<file path="src/rtl/uart_rx_fifo.sv">
// Purpose: 8N1 UART receiver (2-FF synced input, mid-bit sampling) feeding a FWFT byte FIFO.
// Latency: pin falling edge to rx_valid is 3 + CPB/2 + 9*CPB + 1 cycles when the FIFO is empty.
// Backpressure: valid/ready pop; a good byte arriving while full with no pop is dropped with an overflow pulse.
// Ports: clock/reset_n (async active-low); uart_rx_pin raw serial input (idle high);
//        rx_data/rx_valid/rx_ready head-of-FIFO handshake; frame_error/overflow one-cycle pulses.
module uart_rx_fifo #(
  parameter int UART_CLKS_PER_BIT = 200,
  parameter int FIFO_DEPTH        = 4
) (
  input  logic       clock,
  input  logic       reset_n,
  input  logic       uart_rx_pin,
  output logic [7:0] rx_data,
  output logic       rx_valid,
  input  logic       rx_ready,
  output logic       frame_error,
  output logic       overflow
);

  localparam int CW = $clog2(UART_CLKS_PER_BIT);
  localparam int PW = $clog2(FIFO_DEPTH);
  localparam logic [CW-1:0] HALF_LAST = CW'(UART_CLKS_PER_BIT / 2 - 1);
  localparam logic [CW-1:0] BIT_LAST  = CW'(UART_CLKS_PER_BIT - 1);
  localparam logic [PW:0]   FULL_CNT  = (PW + 1)'(FIFO_DEPTH);

  typedef enum logic [1:0] {S_IDLE, S_START, S_DATA, S_STOP} state_e;

  // Input synchronizer and receive FSM state
  logic          sync1_q, rx_s_q;
  logic [1:0]    settle_q;
  logic          armed_q, armed_d;
  state_e        state_q, state_d;
  logic [CW-1:0] clk_cnt_q, clk_cnt_d;
  logic [2:0]    bit_idx_q, bit_idx_d;
  logic [7:0]    shift_q, shift_d;
  logic          byte_done, stop_bad;

  // FIFO state
  logic [7:0]    mem_q [FIFO_DEPTH];
  logic [PW-1:0] rd_ptr_q, wr_ptr_q;
  logic [PW:0]   count_q, count_d;
  logic          push, pop, drop;
  logic          frame_error_q, overflow_q;

  always_ff @(posedge clock or negedge reset_n) begin
    if (!reset_n) begin
      sync1_q   <= 1'b1;
      rx_s_q    <= 1'b1;
      settle_q  <= 2'b00;
      armed_q   <= 1'b0;
      state_q   <= S_IDLE;
      clk_cnt_q <= '0;
      bit_idx_q <= '0;
      shift_q   <= '0;
    end else begin
      sync1_q   <= uart_rx_pin;
      rx_s_q    <= sync1_q;
      settle_q  <= {settle_q[0], 1'b1};
      armed_q   <= armed_d;
      state_q   <= state_d;
      clk_cnt_q <= clk_cnt_d;
      bit_idx_q <= bit_idx_d;
      shift_q   <= shift_d;
    end
  end

  always_comb begin
    state_d   = state_q;
    clk_cnt_d = clk_cnt_q + CW'(1);
    bit_idx_d = bit_idx_q;
    shift_d   = shift_q;
    byte_done = 1'b0;
    stop_bad  = 1'b0;
    unique case (state_q)
      S_IDLE: begin
        clk_cnt_d = '0;
        if (!rx_s_q && armed_q) state_d = S_START;
      end
      S_START: begin
        if (clk_cnt_q == HALF_LAST) begin
          clk_cnt_d = '0;
          if (rx_s_q) begin
            state_d = S_IDLE;  // start bit gone by mid-bit: treat as a glitch
          end else begin
            state_d   = S_DATA;
            bit_idx_d = '0;
          end
        end
      end
      S_DATA: begin
        if (clk_cnt_q == BIT_LAST) begin
          clk_cnt_d = '0;
          shift_d   = {rx_s_q, shift_q[7:1]};
          bit_idx_d = bit_idx_q + 3'd1;
          if (bit_idx_q == 3'd7) state_d = S_STOP;
        end
      end
      S_STOP: begin
        // Leaving at mid stop bit leaves half a bit of margin for the next start edge.
        if (clk_cnt_q == BIT_LAST) begin
          clk_cnt_d = '0;
          state_d   = S_IDLE;
          if (rx_s_q) byte_done = 1'b1;
          else        stop_bad  = 1'b1;
        end
      end
      default: state_d = S_IDLE;
    endcase
  end

  // The synchronizer holds its reset value (high) for two cycles after release; settle_q
  // keeps that fake idle level from arming, so a line held low across reset never starts a frame.
  always_comb begin
    armed_d = armed_q;
    if (rx_s_q && settle_q[1]) armed_d = 1'b1;
    if (stop_bad)              armed_d = 1'b0;
  end

  assign rx_valid = (count_q != '0);
  assign pop      = rx_valid && rx_ready;
  assign push     = byte_done && ((count_q != FULL_CNT) || pop);
  assign drop     = byte_done && (count_q == FULL_CNT) && !pop;

  always_comb begin
    count_d = count_q;
    if (push && !pop)      count_d = count_q + (PW + 1)'(1);
    else if (pop && !push) count_d = count_q - (PW + 1)'(1);
  end

  // When full, a coincident push writes the slot being popped; the head moves on in the same edge.
  always_ff @(posedge clock or negedge reset_n) begin
    if (!reset_n) begin
      for (int i = 0; i < FIFO_DEPTH; i++) mem_q[i] <= '0;
      rd_ptr_q      <= '0;
      wr_ptr_q      <= '0;
      count_q       <= '0;
      frame_error_q <= 1'b0;
      overflow_q    <= 1'b0;
    end else begin
      if (push) begin
        mem_q[wr_ptr_q] <= shift_q;
        wr_ptr_q        <= wr_ptr_q + PW'(1);
      end
      if (pop) rd_ptr_q <= rd_ptr_q + PW'(1);
      count_q       <= count_d;
      frame_error_q <= stop_bad;
      overflow_q    <= drop;
    end
  end

  assign rx_data     = mem_q[rd_ptr_q];
  assign frame_error = frame_error_q;
  assign overflow    = overflow_q;

endmodule
</file>
<file path="config.mk">
export PLATFORM = sky130hd
export DESIGN_NAME = uart_rx_fifo
export DESIGN_NICKNAME = d
export VERILOG_FILES = /design/src/rtl/uart_rx_fifo.sv
export SDC_FILE = /design/constraint.sdc
export NUM_CORES = 1
export LEC_CHECK = 0
export ABC_CLOCK_PERIOD_IN_PS = 2550
export BUFFER_PORTS_ARGS = -buffer_cell sky130_fd_sc_hd__buf_2
export CAP_MARGIN = 30
export CORE_MARGIN = 1
export CORE_UTILIZATION = 40
export DETAILED_ROUTE_END_ITERATION = 7
export GPL_ROUTABILITY_DRIVEN = 0
export HOLD_SLACK_MARGIN = 0.02
export PLACE_DENSITY_LB_ADDON = 0.12
export SLEW_MARGIN = 10
export SYNTH_ARGS = -nofsm -noshare
export SYNTH_HDL_FRONTEND = slang
export SYNTH_SLANG_ARGS = --single-unit
</file>
<file path="constraint.sdc">
create_clock -name clock -period 2.55 [get_ports clock]
set_input_delay 0.51 -clock clock [delete_from_list [all_inputs] [get_ports clock]]
set_output_delay 0.51 -clock clock [all_outputs]
set_load 0.05 [all_outputs]
</file>
# Word level (Yosys, flattened, before mapping)
# Cells that the tools add are included.
# totals
regBits,67
inputBits,4
output_inout_bits,11
word_cells,94
# classes
add_sub_neg,6
magnitude_cmp,3
n_eq_ne,14
mux,30
n_bitwise,2
n_reduce_logical,22
# ops
operator,n
$mux 8,5
$bwmux 32,1
$pmux 8 s3,1
$bmux 8 s2,1
$demux 8 s2,1
$mux 3,5
$mux 2,6
$ne 2x2->1 const B,6
$logic_and 1x1->1,9
$add 8x1->8 const B,1
$eq 8x7->1 const B,1
$eq 8x8->1 const B,1
$mux 1,8
$pmux 2 s4,1
$add 3x1->3 const B,2
$eq 3x3->1 const B,2
$ge 3x3->1 const B,2
$not 2->3,2
$pmux 3 s2,1
$reduce_bool 2->1,3
$reduce_and 5->1,1
$add 2x1->2 const B,2
$eq 2x2->1 const B,2
$reduce_and 4->1,1
other kinds (10),12

# Logic depth before layout (Yosys ltp)
# logic_depth
depth_word,8
depth_mapped,12
depth_no_buf,11

# Worst setup path after synthesis
# OpenSTA, ideal clock, no wires.
# synth_path
path_type,reg-to-reg
start,register rx_s_q
end,register count_q[2]
setup_time_ns,0.079
arrival_ns,2.269
t_required_ns,2.471
path_slack_ns,0.201
stages_incl_launch_ff,12
n_path_buf,1
synth_period_minus_slack_ns,2.349
path_cell_list,dfstp_2 > clkbuf_2 > nand2_1 > nor2_2 > nand2_1 > inv_1 > ha_1 > inv_1 > fa_1 > xor2_1 > nor2_1 > xor2_1
# synth_between
elab_chain_len,7
word_cells_on_any_way,9
cone_classes,mux: 4; reduce/logical: 5
# synth_rtl
element,line,rtl
from (decl),29,"logic sync1_q, rx_s_q;"
from (signal assigned),57,rx_s_q <= sync1_q;
$mux 1 (*),103,if (rx_s_q) byte_done = 1'b1;
$mux 1 (*),100,if (clk_cnt_q == BIT_LAST) begin
$mux 1 (*),74,unique case (state_q)
$logic_and 1x1->1 (*),121,assign push = byte_done && ((count_q != FULL_CNT) || pop);
net push,42,"logic push, pop, drop;"
$logic_not 1->1,127,else if (pop && !push) count_d = count_q - (PW + 1)'(1);
$logic_and 1x1->1,127,
$reduce_bool 2->1 (no line),--,
to (signal assigned),145,count_q <= count_d;
to (decl),41,"logic [PW:0] count_q, count_d;"
# Mark *: on every way through the listed nets, which the timed path passes. The rest lies on a longest branch.
# A chain may end at the register's enable or synchronous reset.

# Worst setup path after layout
# layout_path
start,register clk_cnt_q[0]
end,register count_q[2]
# layout_between
elab_chain_len,7
word_cells_on_any_way,9
cone_classes,eq/ne: 1; mux: 3; reduce/logical: 5
# layout_rtl
element,line,rtl
from (decl),33,"logic [CW-1:0] clk_cnt_q, clk_cnt_d;"
from (signal assigned),61,clk_cnt_q <= clk_cnt_d;
$eq 8x8->1 (*),100,
$mux 1 (*),100,
$mux 1 (*),74,
$logic_and 1x1->1 (*),121,
net push,42,
$logic_not 1->1,127,
$logic_and 1x1->1,127,
$reduce_bool 2->1 (no line),--,
# Marks and branches as above.

==> results by group <==
Outcome
  – Status: finished, final reports clean

Timing
  – Fin crit period: 2.29 ns
  – Fin Setup TNS: 0 ns
  – Peak Freq: ~0.44 GHz
  – Clk_skew: about 0.0085 ns
  – Setup Viol. Count Final: 0
  – Slew Limit Headroom: 0.581
  – Setup WS post-layout: 0.259 ns
  – Crit share post-route: 0.899
  – Unrepaired setup endpoints after global routing: false
  – Worst hold slack: between 0.15 and 0.2 ns
  – Hold Vio Cnt, Final: 0
  – Worst slew pin tran: between 0.6 and 0.7 ns
  – Pins Over Slew Limit: 0

CTS
  – H-tree depth: 3
  – CTS tree: done
  – Num CTS Buffers: 9
  – Num Clock Sinks: between 60 and 70
  – Clk buf depth: 2
  – Worst-path clk slew: 0.07 ns
  – # hold bufs at CTS: 0
  – Clock root buffer: clkbuf_8
  – Post CTS Setup Buffer Count: 0
  – Resized Gates After CTS: 0
  – Clock Latency Late Sink: between 0.3 and 0.4 ns

Cells and area
  – Layout cells sized above 1: 0.402
  – # diodes: 0
  – Filler cell count: between 600 and 700
  – Nets: ~250
  – Syn-to-layout area delta: 14.3%

Floorplanning
  – Initial core utilization: 0.417
  – Top Ports: 15
  – Die height: around 89 um
  – Total core area: 0.00733 sq mm
  – Die area: about 0.008 sq mm
  – Chip Width: between 80 and 90 um
  – Std cell rows: 31

Critical path
  – CP top delay family: adder cells
  – CP Capture Type: flop
  – WS Path Type: reg2reg
  – Buf/Inv on CP: 2
  – Critical Path Start: clk_cnt_q[0]
  – Max incr delay on CP: 0.40 ns
  – Setup crit start kind: flop
  – Worst Path Arrival: approximately 2.6 ns
  – Worst EP required: approximately 2.8 ns
  – Crit-path cells: ha_1, nor3b_2, and3_1, nand2_1, inv_1, ha_1, inv_1, fa_1, xor2_1, nor2_1, xor2_1
  – Crit Path Max Fanout: 5
  – R2r startpoint: clk_cnt_q[0]
  – Crit path max-delay cell type: dfrtp_1

Routing
  – Total wire length: 5240 um
  – First DRT Iteration DRCs: ~70
  – Vias: about 1,700
  – Drt first pass iters: 4
  – WL per Instance: between 15 and 20 um
  – # DRC: 0
  – Via/cell ratio: 4.99
  – Final ANT Viol Nets: 0

Logic synthesis
  – Ys flop type: dfrtp_1
  – Seq cells post-synth: 67
  – Cell Area, Synth: about 0.0031 sq mm
  – Synth cell types: 39
  – Synthesized instance count: 213
  – Fraction of registers with async set/reset: 1.00
  – YS warnings: 0
  – Mapped Avg Cell Area: roughly 14 sq um
  – Post-synth EDFFs: 0
  – Post-synthesis sequential area ratio: 0.549
  – Syn Nets: 226

Place
  – Dpl hpwl: approximately 3500 um
  – Port Buffers: 14
  – Dpl ws: 0.144 ns

Pwr
  – Pleak: around 1.7 nW
  – PD cells: between 600 and 700 mW/mm^2
  – Overall power: around 2.3 mW
  – VDD IR max: roughly 350 uV

Min path
  – HP Class: in2async

Global route
  – First-pass GRT wire length: about 8900 um
  – Antenna violations before repair: 0
  – Largest net degree at the start of global routing: 27
  – Gr usage total: 0.156
  – Vias in the first global route: ~1,800
  – Total grt overflow: 0

Flow run
  – Number of max-cap violations: 0
metrics by stage:
stage / util / instance area [sq um] / std cells
final: 0.477 / 3500 / 343
after global routing: 0.477 / 3500 / 343
after CTS: 0.477 / 3500 / 343
after detailed placement: 0.448 / 3290 / 327
after global placement: 0.448 / 3290 / 327
after floorplan: - / 3060 / 213
worst reg2reg max path, delay by kind of cell, from the launching register on:
family / cells / cell delay [ns]
adder cells (fa/ha/maj): 3 / 0.78
AND/OR/NAND/NOR: 4 / 0.61
flip-flops: 1 / 0.40
XOR/XNOR: 2 / 0.29
buffers and inverters: 2 / 0.14
metal layers:
| layer | global-route usage | part of all wire | vias up |
|---|---|---|---|
| met5 | 0 | 0 | - |
| met1 | 0.187 | 0.45 | 867 |
| li1 | - | - | 817 |
| met3 | 0.0637 | 0.033 | 6 |
| met2 | 0.255 | 0.51 | 23 |
| met4 | 0.0563 | 0.015 | 0 |
final timing paths:
check                               to  slack (ns)  depth (start not counted)
setup / recovery            count_q[2]        0.26                         11
hold reg to reg            settle_q[1]        0.35                          0
setup reg to reg            count_q[2]        0.26                         11
max in group asynchronous    mem_q[21]        1.70                          2
hold / removal               mem_q[24]        0.18                          1
min in group clock             sync1_q        0.26                          1
cell families (layout without fill, tap and decap cells):
logic type,count (synthesis),in the layout,synth area share
compound gates,12,12,0.0294
xor+xnor,12,12,0.0344
flops,67,67,0.549
other cells,1,1,0.00123
fa+ha+maj,9,9,0.0393
buf+inv,14,45,0.0225
mux,51,51,0.228
simple gates,47,47,0.0961
synth_stat cells (2+ instances only):
library cell  count  area [sq um]
xnor2_1           5          43.8
ha_1              8           100
a21boi_0          3          22.5
nand3_4           4          70.1
a21oi_1           2          10.0
inv_1             6          22.5
nor2_1           16          60.1
mux2_2           34           383
mux4_2            8           180
nand2_1           7          26.3
buf_2             3          15.0
dfstp_2           2          52.6
dfrtp_1          65          1630
nor2_2            2          12.5
a41o_1            2          20.0
and3_1            3          18.8
nand3_1           7          35.0
mux2_4            9           135
xor2_1            7          61.3
registers in the layout (all words and copies together) (netlist names), named ones only:
| signal | cells |
|---|---|
| mem_q | 32 |
| overflow | 1 |
| rd_ptr_q | 2 |
| state_q | 1 |
| sync1_q | 1 |
| shift_q | 8 |
| frame_error | 1 |
| wr_ptr_q | 2 |
| settle_q | 2 |
| rx_s_q | 1 |
| count_q | 3 |
| bit_idx_q | 3 |
| armed_q | 1 |
| clk_cnt_q | 8 |
layout by cell type (no fill, tap or decap), types with 2 or more instances in the layout:
| cell type | n |
|---|---|
| ha_1 | 8 |
| a21boi_0 | 3 |
| dfstp_2 | 2 |
| nand3_4 | 4 |
| mux2_4 | 9 |
| and3_1 | 3 |
| mux4_2 | 8 |
| inv_1 | 6 |
| dfrtp_1 | 65 |
| xor2_1 | 7 |
| nor2_1 | 16 |
| buf_4 | 8 |
| mux2_2 | 34 |
| a21oi_1 | 2 |
| clkinv_2 | 2 |
| nor2_2 | 2 |
| a41o_1 | 2 |
| bufinv_16 | 2 |
| clkbuf_1 | 2 |
| nand2_1 | 7 |
| buf_2 | 14 |
| xnor2_1 | 5 |
| nand3_1 | 7 |
| clkbuf_8 | 9 |
power by group:
group          internal, mW  leakage [nW]  total [mW]  switching, mW
Sequential             1.11         0.910        1.16         0.0547
Clock                 0.548         0.103       0.950          0.402
Combinational        0.0760         0.735       0.188          0.112
Total                  1.73          1.75        2.30          0.568
cell type report:
| cell class | count | area [sq um] | area share |
|---|---|---|---|
| sequential | 67 | 1680 | 0.480 |
| timing repair buffer | 23 | 150 | 0.0429 |
| inverter | 6 | 22.5 | 0.00644 |
| clock buffer | 11 | 131 | 0.0376 |
| clock inverter | 5 | 77.6 | 0.0222 |
| tap | 99 | 124 | 0.0354 |
| multi-input combinational | 132 | 1310 | 0.375 |
Note: power is estimated with default switching activity, not from simulation.
